File: src/rtl/id_ex_pipe_reg_pkg.sv
// Shared definitions for the ID/EX register and the EX-stage destination mux.
// Latency: n/a (constants only).
// Backpressure: n/a.
//
// Holds the RegDst select encoding, the fixed register numbers used by the
// destination decode, and the bit layout of the opaque control bundle that
// travels from ID to EX. RegDst, RegWrite and MemRead are not part of the
// bundle; they have dedicated ports.
package id_ex_pipe_reg_pkg;

  // RegDst select encoding, shared with the EX destination mux.
  localparam logic [1:0] REGDST_RT  = 2'd0;
  localparam logic [1:0] REGDST_RD  = 2'd1;
  localparam logic [1:0] REGDST_RA  = 2'd2;
  localparam logic [1:0] REGDST_ALT = 2'd3;

  // Architectural register numbers.
  localparam int REG_RA   = 31;  // link register written by jal/jalr
  localparam int REG_ZERO = 0;   // hard-wired zero, never a real destination

  // Control bundle layout (default 12-bit bundle).
  localparam int CTRL_W_DEF       = 12;
  localparam int CTRL_ALUOP_LSB   = 0;   // ALU operation select
  localparam int CTRL_ALUOP_W     = 4;
  localparam int CTRL_ALUSRC_BIT  = 4;   // 1: second operand is immediate
  localparam int CTRL_SHSRC_BIT   = 5;   // 1: shift amount from register
  localparam int CTRL_MEMWR_BIT   = 6;   // store
  localparam int CTRL_MEMSZ_LSB   = 7;   // access size: byte/half/word
  localparam int CTRL_MEMSZ_W     = 2;
  localparam int CTRL_MEMSGN_BIT  = 9;   // sign-extend loaded data
  localparam int CTRL_MEM2REG_BIT = 10;  // writeback selects memory data
  localparam int CTRL_LINK_BIT    = 11;  // writeback selects PC+8

endpackage

File: src/rtl/id_ex_pipe_reg_load_use_detect.sv
// Load-use hazard detector: decodes the EX destination and flags a stall.
// Latency: purely combinational, zero cycles.
// Backpressure: output is the stall request itself; suppressed while ExtStall holds the pipe.
//
// Ports:
//   ExtStall                 downstream hold; a held pipe cannot create a new hazard
//   exValid, exMemRead       EX-stage instruction is a real load
//   exRegDst, exRt, exRd,    EX destination select and candidate fields
//   exDstAlt
//   idValid, idRs, idRt,     ID-stage instruction and its source fields
//   idUsesRt
//   HazardStall              hold PC and IF/ID, insert one bubble into EX
module load_use_detect
  import id_ex_pipe_reg_pkg::*;
#(
  parameter int REG_W = 5
) (
  input  logic             ExtStall,
  input  logic             exValid,
  input  logic             exMemRead,
  input  logic [1:0]       exRegDst,
  input  logic [REG_W-1:0] exRt,
  input  logic [REG_W-1:0] exRd,
  input  logic [REG_W-1:0] exDstAlt,
  input  logic             idValid,
  input  logic [REG_W-1:0] idRs,
  input  logic [REG_W-1:0] idRt,
  input  logic             idUsesRt,
  output logic             HazardStall
);

  logic [REG_W-1:0] exDest;
  logic             loadInFlight;
  logic             srcMatch;

  // Same decode as the EX-stage RegDst mux, so the detector compares against
  // exactly the register the load will write.
  always_comb begin
    exDest = exRt;
    case (exRegDst)
      REGDST_RT: exDest = exRt;
      REGDST_RD: exDest = exRd;
      REGDST_RA: exDest = REG_W'(REG_RA);
      default:   exDest = exDstAlt;
    endcase
  end

  // A load targeting r0 produces nothing anyone can consume.
  assign loadInFlight = exValid & exMemRead & (exDest != REG_W'(REG_ZERO));

  // rt only matters when the ID instruction actually reads it (e.g. not for
  // I-type ALU ops where rt is the destination).
  assign srcMatch = (exDest == idRs) | (idUsesRt & (exDest == idRt));

  assign HazardStall = ~ExtStall & loadInFlight & idValid & srcMatch;

endmodule

File: src/rtl/id_ex_pipe_reg.sv
// ID/EX pipeline register with load-use bubble insertion and bubble counter.
// Latency: one cycle from id_* inputs to ex_* outputs; HazardStall is combinational.
// Backpressure: ExtStall freezes all state; HazardStall holds upstream for one bubble; Flush squashes.
//
// Ports:
//   Clk, Rst_n             pipeline clock, asynchronous active-low reset
//   Flush                  branch/jump taken: load a bubble (beats ExtStall)
//   ExtStall               downstream multicycle stall: hold everything
//   id_*                   decoded ID-stage instruction fields, control and operands
//   HazardStall            load-use stall request to PC and IF/ID
//   ex_*                   registered copy of the ID-stage instruction for EX
//   BubbleCount            saturating count of load-use bubbles inserted
module id_ex_pipe_reg
  import id_ex_pipe_reg_pkg::*;
#(
  parameter int DATA_W = 32,
  parameter int REG_W  = 5,
  parameter int CTRL_W = 12,
  parameter int CNT_W  = 16
) (
  input  logic              Clk,
  input  logic              Rst_n,
  input  logic              Flush,
  input  logic              ExtStall,
  input  logic              id_Valid,
  input  logic [REG_W-1:0]  id_Rs,
  input  logic [REG_W-1:0]  id_Rt,
  input  logic [REG_W-1:0]  id_Rd,
  input  logic [REG_W-1:0]  id_DstAlt,
  input  logic              id_UsesRt,
  input  logic [1:0]        id_RegDst,
  input  logic              id_RegWrite,
  input  logic              id_MemRead,
  input  logic [CTRL_W-1:0] id_Ctrl,
  input  logic [DATA_W-1:0] id_RsData,
  input  logic [DATA_W-1:0] id_RtData,
  input  logic [DATA_W-1:0] id_Imm,
  output logic              HazardStall,
  output logic              ex_Valid,
  output logic [REG_W-1:0]  ex_Rs,
  output logic [REG_W-1:0]  ex_Rt,
  output logic [REG_W-1:0]  ex_Rd,
  output logic [REG_W-1:0]  ex_DstAlt,
  output logic [1:0]        ex_RegDst,
  output logic              ex_RegWrite,
  output logic              ex_MemRead,
  output logic [CTRL_W-1:0] ex_Ctrl,
  output logic [DATA_W-1:0] ex_RsData,
  output logic [DATA_W-1:0] ex_RtData,
  output logic [DATA_W-1:0] ex_Imm,
  output logic [CNT_W-1:0]  BubbleCount
);

  // The detector sees only registered EX state plus ID register fields, so
  // there is no path from id_* operand data to any output.
  load_use_detect #(
    .REG_W (REG_W)
  ) uDetect (
    .ExtStall    (ExtStall),
    .exValid     (ex_Valid),
    .exMemRead   (ex_MemRead),
    .exRegDst    (ex_RegDst),
    .exRt        (ex_Rt),
    .exRd        (ex_Rd),
    .exDstAlt    (ex_DstAlt),
    .idValid     (id_Valid),
    .idRs        (id_Rs),
    .idRt        (id_Rt),
    .idUsesRt    (id_UsesRt),
    .HazardStall (HazardStall)
  );

  logic loadBubble;
  logic capture;
  logic countBubble;

  // Edge action, highest priority first: Flush, ExtStall hold, hazard bubble,
  // normal capture. HazardStall is already low under ExtStall, so only Flush
  // needs to mask it for the counter.
  assign loadBubble  = Flush | (~ExtStall & HazardStall);
  assign capture     = ~Flush & ~ExtStall & ~HazardStall;
  assign countBubble = ~Flush & HazardStall;

  always_ff @(posedge Clk or negedge Rst_n) begin
    if (!Rst_n) begin
      ex_Valid    <= 1'b0;
      ex_Rs       <= '0;
      ex_Rt       <= '0;
      ex_Rd       <= '0;
      ex_DstAlt   <= '0;
      ex_RegDst   <= '0;
      ex_RegWrite <= 1'b0;
      ex_MemRead  <= 1'b0;
      ex_Ctrl     <= '0;
      ex_RsData   <= '0;
      ex_RtData   <= '0;
      ex_Imm      <= '0;
    end else if (loadBubble) begin
      // Bubble clears everything, not just the side-effect controls, to keep
      // waveforms deterministic.
      ex_Valid    <= 1'b0;
      ex_Rs       <= '0;
      ex_Rt       <= '0;
      ex_Rd       <= '0;
      ex_DstAlt   <= '0;
      ex_RegDst   <= '0;
      ex_RegWrite <= 1'b0;
      ex_MemRead  <= 1'b0;
      ex_Ctrl     <= '0;
      ex_RsData   <= '0;
      ex_RtData   <= '0;
      ex_Imm      <= '0;
    end else if (capture) begin
      // Fields are captured even when id_Valid is low; consumers gate on
      // ex_Valid.
      ex_Valid    <= id_Valid;
      ex_Rs       <= id_Rs;
      ex_Rt       <= id_Rt;
      ex_Rd       <= id_Rd;
      ex_DstAlt   <= id_DstAlt;
      ex_RegDst   <= id_RegDst;
      ex_RegWrite <= id_RegWrite;
      ex_MemRead  <= id_MemRead;
      ex_Ctrl     <= id_Ctrl;
      ex_RsData   <= id_RsData;
      ex_RtData   <= id_RtData;
      ex_Imm      <= id_Imm;
    end
  end

  // Saturating bubble counter; only cleared by reset.
  always_ff @(posedge Clk or negedge Rst_n) begin
    if (!Rst_n) begin
      BubbleCount <= '0;
    end else if (countBubble && (BubbleCount != {CNT_W{1'b1}})) begin
      BubbleCount <= BubbleCount + 1'b1;
    end
  end

endmodule

File: config.mk
export PLATFORM = sky130hd
export DESIGN_NAME = id_ex_pipe_reg
export DESIGN_NICKNAME = d
export VERILOG_FILES = /design/src/rtl/id_ex_pipe_reg_pkg.sv /design/src/rtl/id_ex_pipe_reg_load_use_detect.sv /design/src/rtl/id_ex_pipe_reg.sv
export SDC_FILE = /design/constraint.sdc
export NUM_CORES = 1
export LEC_CHECK = 0
export CAP_MARGIN = 20
export CORE_ASPECT_RATIO = 1.75
export CORE_UTILIZATION = 36
export DETAILED_ROUTE_END_ITERATION = 10
export GPL_TIMING_DRIVEN = 1
export PLACE_DENSITY_LB_ADDON = 0.3
export RECOVER_POWER = 25
export SETUP_SLACK_MARGIN = 0.2
export SKIP_CTS_REPAIR_TIMING = 1
export SYNTH_ARGS = -nofsm -noshare
export SYNTH_HDL_FRONTEND = slang
export SYNTH_HIERARCHICAL = 1
export SYNTH_SLANG_ARGS = --single-unit
export TNS_END_PERCENT = 50
File: constraint.sdc
create_clock -name Clk -period 3.2 [get_ports Clk]
set_clock_uncertainty 0.15 [all_clocks]
set_input_delay 0.8 -clock Clk [delete_from_list [all_inputs] [get_ports Clk]]
set_output_delay 0.8 -clock Clk [all_outputs]
set_load 0.05 [all_outputs]
==> run metrics <==
# setup viols final 11; top cells by area, synth dfrtp_1, a22o_1, xnor2_1; global routing usage on met1 24.9%; worst rel slew slack 7.70%; Peak Freq 274 MHz; max-cap viol count 0; met2 GRT Util 39.3%; setup ws final -0.446 ns; wirelength, routed 19100 um; PwrDens 510 nW/um^2; DR DRC count 10; failing checks DRC, setup timing; RePlAce Congestion 0.859; Total GRT Usage 22.4%; hold_sp ex_RsData[11]; P&R area growth vs syn 72.4%; clock net sink count 149; layout net count 876; initial antenna violation count 1; first-pass GRT wire length 28700 um; Cell Area, Synth 5810 um^2; Crit Path Class reg -> out; met3 Use GR 5.83%; HPWL Detailed 13400 um; Worst path slowest cell or4_4; Reg-to-Reg End BubbleCount[14]; Crit path largest cell delay 0.55 ns; PortBufs 287; via/cell ratio 5.23; Reg2Reg Depth 14; R2R Path Start ex_RegDst[0]; row count 61; CTS tree done; DR vias 4914; yosys warns 6; IO Pins 288; Die Wd 98.0 um; Critical Path RT 2.25 ns; Setup TNS -1.31 ns; initial DRC count 200; Core Footprint 15800 um^2; final worst path period share 114%; Hold Fails Final Rpt 0; Cell variety after synth 38; Hold Crit Class reg -> reg; crit-path cells buf_12 -> nor2b_2 -> a211oi_2 -> a31oi_1 -> buf_4 -> xor2_2 -> or4_4 -> a221oi_4 -> buf_6 -> buf_12; layout cells sized above 1 15.3%; Routed wire per std cell 20.3 um; Peak supply drop 339 uV; Slew Viols, Final 0; measured slew at the worst slew-check pin 1.38 ns; worst-skew pair later-pin latency 0.41 ns; Static Leak 4.49 nW; critical path endpoint category primary output; clock-pin slew on the worst setup and hold paths 0.06 ns; CP Data Arrival Time 2.70 ns; Synth area leader dfrtp_1; CP max FO 8; post-synthesis sequential area ratio 64.2%; post-route ant nets 0; Die ar. 16700 um^2; number of detailed-route iterations in the first pass 8; hold endpoint ex_RsData[11]; Root Buffer clkbuf_16; Starting Density 36.8%; Synth top area share 64.2%; DIE HEIGHT 170 um; Final min period 3.65 ns; Tot Pwr 5.10 mW; Cells after Synth 416; Most Used Layer, Global Route met2; startpoint types flip-flop; final-layout fill cell count 1242; largest net degree at the start of global routing 74; Place WS -0.378 ns; cts bufs inserted 17; clk buf depth 2; hold path depth 1; Mapped Avg Cell Area 14.0 um^2; register bit count reported by yosys 149; vias in the first global route 5358; status complete, but fails checks; most used cell, CP buf_12; gr ovfl total 0; Synth Net Count 555; H-Tree Depth 4; worst reg-to-reg setup slack -0.15 ns; RSZ-0062 raised after global routing true
[flip-flops by register name, summed over array words and instances (netlist names)]
| signal | flops |
|---|---|
| ex_Rd | 5 |
| ex_Valid | 1 |
| ex_RegWrite | 1 |
| ex_Ctrl | 12 |
| ex_RtData | 32 |
| ex_DstAlt | 5 |
| BubbleCount | 16 |
| ex_MemRead | 1 |
| ex_Imm | 32 |
| ex_Rt | 5 |
| ex_RsData | 32 |
| ex_RegDst | 2 |
| ex_Rs | 5 |
[Yosys cell counts]
cell type	n
a211oi_2	1
a21oi_1	2
a221oi_2	1
a22o_1	133
a31o_2	1
a31oi_1	2
and2_1	1
and2b_1	1
and3_1	5
and4_2	1
and4b_1	2
buf_1	6
buf_2	9
buf_6	2
clkbuf_1	16
dfrtp_1	149
ha_1	1
inv_1	3
mux2_4	1
mux2i_1	9
nand2_1	7
nand3_1	8
nand4_1	9
nand4_2	1
nand4b_1	1
nor2_1	5
nor2b_1	3
nor2b_2	3
nor3_1	5
nor3_2	1
nor3b_2	1
nor4_1	1
nor4_4	1
o21a_1	1
or4_4	1
xnor2_1	11
xor2_1	10
xor2_2	1
[per-stage QoR]
step	util, %	cells	area (um^2)	hold slack [ns]
2_1_floorplan	-	416	5860	0.354
3_3_place_gp	57.9	889	9140	0.338
3_5_place_dp	57.9	889	9140	0.340
4_1_cts	61.6	921	9740	0.199
5_1_grt	63.4	940	10000	0.364
6_report	63.4	940	10000	0.352
[how the worst max path moves through the flow]
stage               cells after the start              end         start  slack (ns)
floorplan                              11  BubbleCount[14]  ex_RegDst[0]       -0.36
global placement                        7      HazardStall      id_Rt[0]       -0.36
detailed placement                      9  BubbleCount[14]      id_Rt[3]       -0.38
CTS                                     9      HazardStall  ex_RegDst[0]       -0.58
global route                           10      HazardStall  ex_RegDst[0]       -0.56
finish                                 10      HazardStall  ex_RegDst[0]       -0.45
[placed cells by master, fill, tap and decap left out, types with 3 or more instances in the layout]
master,n
clkdlybuf4s50_1,285
dfrtp_1,146
a22o_1,133
buf_4,31
clkbuf_16,20
xnor2_1,11
xor2_1,10
nand4_1,9
nand2_1,6
nand3_1,6
buf_12,6
mux2i_1,5
buf_6,5
and3_1,4
nor2_1,4
nor2b_2,4
mux2i_2,4
inv_1,3
clkinv_4,3
inv_6,3
inv_8,3
dfrtp_2,3
nor3_1,3
[worst max-delay path: cells and delay by family, from the launching register on]
| family | cells | cell delay [ns] |
|---|---|---|
| AO/OA/AOI/OAI | 3 | 0.54 |
| XOR/XNOR | 1 | 0.05 |
| buffers and inverters | 4 | 0.59 |
| flip-flops | 1 | 0.45 |
| AND/OR/NAND/NOR | 2 | 0.66 |
[power by group]
group          total, mW  internal (mW)  switching [mW]
registers           2.04           1.98          0.0651
logic               1.05          0.459           0.588
clock network       2.01           1.17           0.839
total               5.10           3.61            1.49
[layer usage]
layer | share of wire, % | up-vias
met2 | 54 | 192
met3 | 5.5 | 43
met1 | 36 | 2453
met4 | 3.9 | 0
li1 | - | 2226
met5 | 0 | -
[cell families (layout without fill, tap and decap cells)]
family	count (synthesis)	count (layout)	share of synthesized area, %
AO/OA/AOI/OAI	141	141	21.2
buffers and inverters	36	370	2.78
AND/OR/NAND/NOR	57	57	6.36
XOR/XNOR	22	22	3.45
flip-flops	149	149	64.2
multiplexers	10	10	1.81
other	0	1	0
adder cells (fa/ha/maj)	1	1	0.215
[cell type report]
class	instances	area [um^2]	share of cell area, %
Timing Repair Buffer	335	3410	34.1
Inverter	3	11.3	0.112
Sequential cell	149	3730	37.3
Clock inverter	14	166	1.66
Multi-Input combinational cell	231	2020	20.2
Antenna cell	1	2.50	0.0250
Tap cell	189	236	2.36
Clock buffer	18	429	4.29
(Power assumes the default switching activity.)
